File: config.mk
export PLATFORM = sky130hd
export DESIGN_NAME = mc_ctrl_fsm
export DESIGN_NICKNAME = d
export VERILOG_FILES = /design/src/rtl/mc_ctrl_fsm.sv
export SDC_FILE = /design/constraint.sdc
export NUM_CORES = 1
export LEC_CHECK = 0
export ABC_AREA = 1
export BUFFER_PORTS_ARGS = -buffer_cell sky130_fd_sc_hd__buf_2
export CAP_MARGIN = 40
export CORE_MARGIN = 4
export CORE_UTILIZATION = 35
export CTS_BUF_LIST = sky130_fd_sc_hd__clkbuf_4
export DETAILED_ROUTE_END_ITERATION = 6
export GPL_ROUTABILITY_DRIVEN = 1
export PLACE_DENSITY_LB_ADDON = 0.05
export SYNTH_ARGS = -nofsm -noshare
export SYNTH_HDL_FRONTEND = slang
export SYNTH_SLANG_ARGS = --single-unit
File: constraint.sdc
create_clock -name clk -period 2.4 [get_ports clk]
set_clock_uncertainty 0.1 [all_clocks]
set_input_delay 0.24 -clock clk [delete_from_list [all_inputs] [get_ports clk]]
set_output_delay 0.24 -clock clk [all_outputs]
set_load 0.1 [all_outputs]
File: src/rtl/mc_ctrl_fsm.sv
// rtl/mc_ctrl_fsm.sv - multi-cycle MIPS main controller FSM
//
// Ports:
//   clk, rst_n     rising-edge clock, asynchronous active-low reset
//   op, funct      IR[31:26] and IR[5:0]
//   zero, upover   ALU equality and signed-add overflow flags
//   pc_wr, pc_src  PC load enable and source select
//   ir_wr, iord    IR load enable, memory address select
//   mem_wr         memory write strobe
//   reg_wr, reg_dst, mem_to_reg  register file write controls
//   alu_src_a, alu_src_b, ext_op, alu_ctr  ALU operand and function select
//   state          current state, exposed for debug
module mc_ctrl_fsm #(
    parameter int ST_W = 4
) (
    input  logic            clk,
    input  logic            rst_n,
    input  logic [5:0]      op,
    input  logic [5:0]      funct,
    input  logic            zero,
    input  logic            upover,
    output logic            pc_wr,
    output logic [1:0]      pc_src,
    output logic            ir_wr,
    output logic            iord,
    output logic            mem_wr,
    output logic            reg_wr,
    output logic            reg_dst,
    output logic            mem_to_reg,
    output logic            alu_src_a,
    output logic [1:0]      alu_src_b,
    output logic            ext_op,
    output logic [1:0]      alu_ctr,
    output logic [ST_W-1:0] state
);

    localparam logic [5:0] OP_RTYPE = 6'h00;
    localparam logic [5:0] OP_J     = 6'h02;
    localparam logic [5:0] OP_BEQ   = 6'h04;
    localparam logic [5:0] OP_ADDI  = 6'h08;
    localparam logic [5:0] OP_ORI   = 6'h0D;
    localparam logic [5:0] OP_LW    = 6'h23;
    localparam logic [5:0] OP_SW    = 6'h2B;

    localparam logic [5:0] FN_ADDU  = 6'h21;
    localparam logic [5:0] FN_SUBU  = 6'h23;
    localparam logic [5:0] FN_SLT   = 6'h2A;

    localparam logic [1:0] ALU_ADD  = 2'b00;
    localparam logic [1:0] ALU_SUB  = 2'b01;
    localparam logic [1:0] ALU_OR   = 2'b10;
    localparam logic [1:0] ALU_SLT  = 2'b11;

    typedef enum logic [ST_W-1:0] {
        S_IDLE,
        S_FETCH,
        S_DCD,
        S_EXE_R,
        S_EXE_I,
        S_ALU_WB,
        S_MEM_ADR,
        S_MEM_RD,
        S_MEM_WB,
        S_MEM_WR,
        S_BRANCH,
        S_JUMP
    } state_t;

    state_t state_q;
    state_t state_d;
    logic   ov_q;
    logic   r_legal;

    assign r_legal = (op == OP_RTYPE) &&
                     ((funct == FN_ADDU) || (funct == FN_SUBU) || (funct == FN_SLT));
    assign state   = state_q;

    always_ff @(posedge clk or negedge rst_n) begin
        if (!rst_n) begin
            state_q <= S_IDLE;
        end else begin
            state_q <= state_d;
        end
    end

    // Overflow of addi is latched at the end of EXE_I so that ALU_WB can
    // suppress the register write; FETCH clears it for the next instruction.
    always_ff @(posedge clk or negedge rst_n) begin
        if (!rst_n) begin
            ov_q <= 1'b0;
        end else if (state_q == S_FETCH) begin
            ov_q <= 1'b0;
        end else if (state_q == S_EXE_I) begin
            ov_q <= upover & (op == OP_ADDI);
        end
    end

    always_comb begin
        state_d    = S_FETCH;
        pc_wr      = 1'b0;
        pc_src     = 2'b00;
        ir_wr      = 1'b0;
        iord       = 1'b0;
        mem_wr     = 1'b0;
        reg_wr     = 1'b0;
        reg_dst    = 1'b0;
        mem_to_reg = 1'b0;
        alu_src_a  = 1'b0;
        alu_src_b  = 2'b00;
        ext_op     = 1'b0;
        alu_ctr    = ALU_ADD;

        case (state_q)
            S_IDLE: begin
                state_d = S_FETCH;
            end
            S_FETCH: begin
                ir_wr     = 1'b1;
                alu_src_b = 2'b01;
                pc_wr     = 1'b1;
                state_d   = S_DCD;
            end
            S_DCD: begin
                // ALU computes PC + (sext imm << 2) so ALUOut holds the
                // branch target by the time BRANCH needs it.
                alu_src_b = 2'b11;
                ext_op    = 1'b1;
                if (r_legal) begin
                    state_d = S_EXE_R;
                end else if ((op == OP_ORI) || (op == OP_ADDI)) begin
                    state_d = S_EXE_I;
                end else if ((op == OP_LW) || (op == OP_SW)) begin
                    state_d = S_MEM_ADR;
                end else if (op == OP_BEQ) begin
                    state_d = S_BRANCH;
                end else if (op == OP_J) begin
                    state_d = S_JUMP;
                end else begin
                    state_d = S_FETCH;
                end
            end
            S_EXE_R: begin
                alu_src_a = 1'b1;
                alu_src_b = 2'b00;
                case (funct)
                    FN_SUBU: alu_ctr = ALU_SUB;
                    FN_SLT:  alu_ctr = ALU_SLT;
                    default: alu_ctr = ALU_ADD;
                endcase
                state_d = S_ALU_WB;
            end
            S_EXE_I: begin
                alu_src_a = 1'b1;
                alu_src_b = 2'b10;
                if (op == OP_ORI) begin
                    ext_op  = 1'b0;
                    alu_ctr = ALU_OR;
                end else begin
                    ext_op  = 1'b1;
                    alu_ctr = ALU_ADD;
                end
                state_d = S_ALU_WB;
            end
            S_ALU_WB: begin
                mem_to_reg = 1'b0;
                reg_dst    = (op == OP_RTYPE);
                reg_wr     = ~ov_q;
                state_d    = S_FETCH;
            end
            S_MEM_ADR: begin
                alu_src_a = 1'b1;
                alu_src_b = 2'b10;
                ext_op    = 1'b1;
                state_d   = (op == OP_LW) ? S_MEM_RD : S_MEM_WR;
            end
            S_MEM_RD: begin
                iord    = 1'b1;
                state_d = S_MEM_WB;
            end
            S_MEM_WB: begin
                reg_wr     = 1'b1;
                mem_to_reg = 1'b1;
                state_d    = S_FETCH;
            end
            S_MEM_WR: begin
                iord    = 1'b1;
                mem_wr  = 1'b1;
                state_d = S_FETCH;
            end
            S_BRANCH: begin
                alu_src_a = 1'b1;
                alu_src_b = 2'b00;
                alu_ctr   = ALU_SUB;
                pc_src    = 2'b01;
                // Mealy output: follows the ALU compare within this cycle.
                pc_wr     = zero;
                state_d   = S_FETCH;
            end
            S_JUMP: begin
                pc_src  = 2'b10;
                pc_wr   = 1'b1;
                state_d = S_FETCH;
            end
            default: begin
                // Unused encodings recover through FETCH with all outputs low.
                state_d = S_FETCH;
            end
        endcase
    end

endmodule
## Yosys cells after proc, flatten, opt, wreduce, memory -nomap -nowiden

Index checks and enable logic that the tools add are counted.

| storage, ports and cells | value |
|---|---|
| flip-flop bits (word level) | 5 |
| output and inout port bits | 19 |

| cells by class | value |
|---|---|
| equal/unequal tests | 20 |
| multiplexer cells | 24 |
| bitwise operators | 2 |
| reduce and logical (&&, ||, !) cells | 13 |

Operator list:

| kind | count |
|---|---|
| $eq A6 B6 Y1 const B | 5 |
| $mux W4 | 6 |
| $pmux W4 S5 | 1 |
| $eq A4 B3 Y1 const B | 4 |
| $eq A4 B4 Y1 const B | 4 |
| $eq A6 B4 Y1 const B | 2 |
| $pmux W2 S3 | 2 |
| $reduce_or A2 Y1 | 5 |
| $mux W1 | 9 |
| $eq A4 B2 Y1 const B | 2 |
| $pmux W2 S2 | 2 |
| $eq A6 B2 Y1 const B | 1 |
| $eq A6 B3 Y1 const B | 1 |
| $logic_not A6 Y1 | 1 |
| $pmux W1 S2 | 3 |
| $eq A4 B1 Y1 const B | 1 |
| $logic_or A1 B1 Y1 | 4 |
| $reduce_or A4 Y1 | 1 |
| $mux W2 | 1 |
| $reduce_bool A2 Y1 | 1 |
| $and A1 B1 Y1 | 1 |
| $logic_and A1 B1 Y1 | 1 |
| $not A1 Y1 | 1 |

## Logic depth before layout (Yosys ltp)

| logic depth | value |
|---|---|
| depth in word-level cells | 7 |
| depth in mapped cells | 8 |

## Worst setup path before layout

OpenSTA, ideal clock, no wires.

| timing | value |
|---|---|
| path type | flip-flop to output port |
| start | reg state_q[0] (netlist: state[0]) |
| end | out iord |
| arrival | 3.477 ns |
| data required time | 2.060 ns |
| path slack | -1.417 ns |
| cell stages (with the launch flop) | 5 |
| cell sequence | dfrtp_1 inv_2 nor2_2 inv_1 o21ai_0 |

| between the ends | value |
|---|---|
| longest elaborated chain between the ends | 3 |
| elaborated cells on any way between the ends | 4 |
| classes of those cells | eq/ne: 2; mux: 1; reduce/logical: 1 |

Ends and longest elaborated chain:

| element | line | source |
|---|---|---|
| from (decl) | 69 | `state_t state_q;` |
| from (signal assigned) | 82 | `state_q <= state_d;` |
| $eq A4 B3 Y1 or $eq A4 B4 Y1 (tied branches) | 113 | `case (state_q)` |
| $reduce_or A2 Y1 (no line) (*) | -- |  |
| $mux W1 (*) | 113 |  |
| to (decl) | 25 | `output logic iord,` |

Mark *: on every way between the ends. The rest lies on a longest branch, timed or not.

## Final worst setup path

| timing | value |
|---|---|
| start | reg state_q[3] (netlist: state[3]) |
| end | out alu_ctr[0] |

| between the ends | value |
|---|---|
| longest elaborated chain between the ends | 2 |
| elaborated cells on any way between the ends | 4 |
| classes of those cells | eq/ne: 3; mux: 1 |

Ends and longest elaborated chain:

| element | line | source |
|---|---|---|
| $eq A4 B4 Y1 (tied with other cells) | 113 |  |
| $pmux W2 S3 (*) | 113 |  |
| to (decl) | 33 | `output logic [1:0] alu_ctr,` |

Marks and branches as above.

==> flow_summary.toml <==
[setup_path]
start_kind = "flop"
crit_family = "simple AND/OR/NAND/NOR gates"
critPathKind = "flop to primary output"
slowest_stage = "dfrtp_4"
path_cells = "nor2_1, nand2_1, inv_1, nand3_1, nand2_1, buf_2"
max_stage_delay_ps = 470
endpoint_kind = "primary output"
cp_max_fo = 3
cp.arrival_ps = 1770
cpMostUsedCell = "nand2_1"
cp.required_ps = 2060
path_buf_inv = 2

[logic_synthesis]
synth_nets = 128
synth_warnings = 0
syn_inst = 112
synth_cell_type_count = 17
yosys_most_used_dff = "dfrtp_1"
ys_top_cells_by_area = "dfrtp_1 20%, nand2_1 18%, nor2_1 13%"
avgSynthCellArea_sq_um = 5.49
synth_area_leader_cell = "dfrtp_1"
netlist_area_sq_um = 614
synth_common_cells = "29 x nand2_1, 21 x nor2_1, 14 x inv_1, 14 x nand3_1, 6 x inv_2"
synth-edff-count = 0
synth_top_area_frac = 0.204
synth_seq_cells = 5
seq_area_frac_synth = 0.204
synth.most_common_cell = "nand2_1"
async_reset_ff_frac = 1.00

[route]
wl_per_cell_um = 10.2
ant_nets = 0
drc_errors = 0
vias = 801
drtIter0Drc = 17
wl_um = 1710
viasPerCell = 4.80
dr.pass1.iters = 4

[timing]
tightest_slew_ps = 489
finalHoldViolations = 0
fin_crit_sh = 0.878
whs_ps = 241
max_freq_mhz = 475
slew_viol_final = 0
slew_headroom = 0.676
finalCriticalPeriod_ps = 2110
rsz0062_at_grt = "false"
tns_ps = 0
setup_viol_count_final = 0

[status]
status = "finished, final reports clean"

[global_route]
grt_usage = 0.146
overflow = 0
grt_pass1_vias = 710
grt_antenna_before_repair = 0
grt_pass1_wl_um = 2930
grt_max_degree = 7

[floorplan]
fp.dieH_um = 49.9
core_area_sq_um = 1580
die-area_sq_um = 2490
start_util = 0.390
ios = 35
num_rows = 14
die_w_um = 49.9

[clocking]
cts.path.max_buffers = 2
cts_sinks = 5
cts_tree = "yes"
cts_resized = 0
path_clk_slew_ps = 40
cts_made_buffers = 3
htreeDepth = 1
cts_root_buf = "clkbuf_4"
clk_latency_ps = 240
cts_setup_buffers = 0
postCtsHoldBufs = 1

[cells_and_area]
nets = 168
area_growth_pct = 46.8
fillCellCount = 171
multi_input_area_sq_um = 452
final_core_util = 0.572
seqCellArea_sq_um = 135
design_area_sq_um = 902
antenna_cells = 0
layout-drive-gt1-share = 0.470

[placed_design]
place_hpwl_um = 1530
postPlaceCellArea_sq_um = 862
place.gp.congestion = 0.818
io_buffers = 34

[worst_hold_path]
hold_class = "input port to async pin"

[job]
drv_cap = 0
-- logic make-up (layout without fill, tap and decap cells) --
logic type	count (synthesis)	in the layout	share of synthesized area
simple gates	81	81	0.621
buf+inv	22	61	0.134
flops	5	5	0.204
compound gates	4	4	0.0407
-- stage by stage --
| step | instances | worst slack (ps) |
|---|---|---|
| 3_3_place_gp | 162 | 589 |
| 6_report | 167 | 293 |
| 5_1_grt | 167 | 160 |
| 2_1_floorplan | 112 | -163 |
| 3_5_place_dp | 162 | 566 |
| 4_1_cts | 167 | 305 |
-- worst register-to-register path: cells and delay by family, from the launching register on --
family                 cells  cell delay [ps]
and+or+nand+nor            4              530
DFF                        1              500
buffers and inverters      2              140
-- cells in the final DEF, fill, tap and decap left out --
cell type,count
buf_2,34
clkbuf_4,4
clkinv_1,2
dfrtp_1,1
dfrtp_2,2
dfrtp_4,2
dlygate4sd3_1,1
inv_1,12
inv_2,7
inv_4,1
nand2_1,28
nand2_2,6
nand2_4,1
nand3_1,14
nand3b_1,1
nand4_1,1
nor2_1,17
nor2_2,6
nor2_4,4
nor3_1,2
nor3_4,1
o21a_1,1
o21ai_2,1
o22ai_2,2
-- flip-flops by register name, summed over array words and instances, names as in the netlist --
| signal | cells |
|---|---|
| ov_q | 1 |
| state | 4 |
-- layer usage --
layer  share of wire  track usage  vias up
met4               0       0.0138        0
li1                -            -      424
met5               0            0        -
met3           0.082       0.0361        0
met2            0.44        0.236       28
met1            0.48        0.201      349
-- worst paths after layout --
kind	from	to	slack [ps]	depth (start not counted)
max in group asynchronous	rst_n	state[2]	1820	2
worst max register to register	state[1]	state[2]	1010	6
worst min-delay path	rst_n	state[1]	240	2
worst max-delay path	state[3]	alu_ctr[0]	290	6
worst min register to register	ov_q	ov_q	560	3
min in group clk	upover	ov_q	240	4
-- layout make-up --
cell class,count,area share
clock buffers,4,0.0333
inverters,22,0.0943
multi-input cells,85,0.501
flip-flops and latches,5,0.150
well taps,16,0.0222
repair buffers,35,0.200
Power is not shown: default switching activity piles up to over one toggle a cycle in this logic, so the estimate is an artifact.
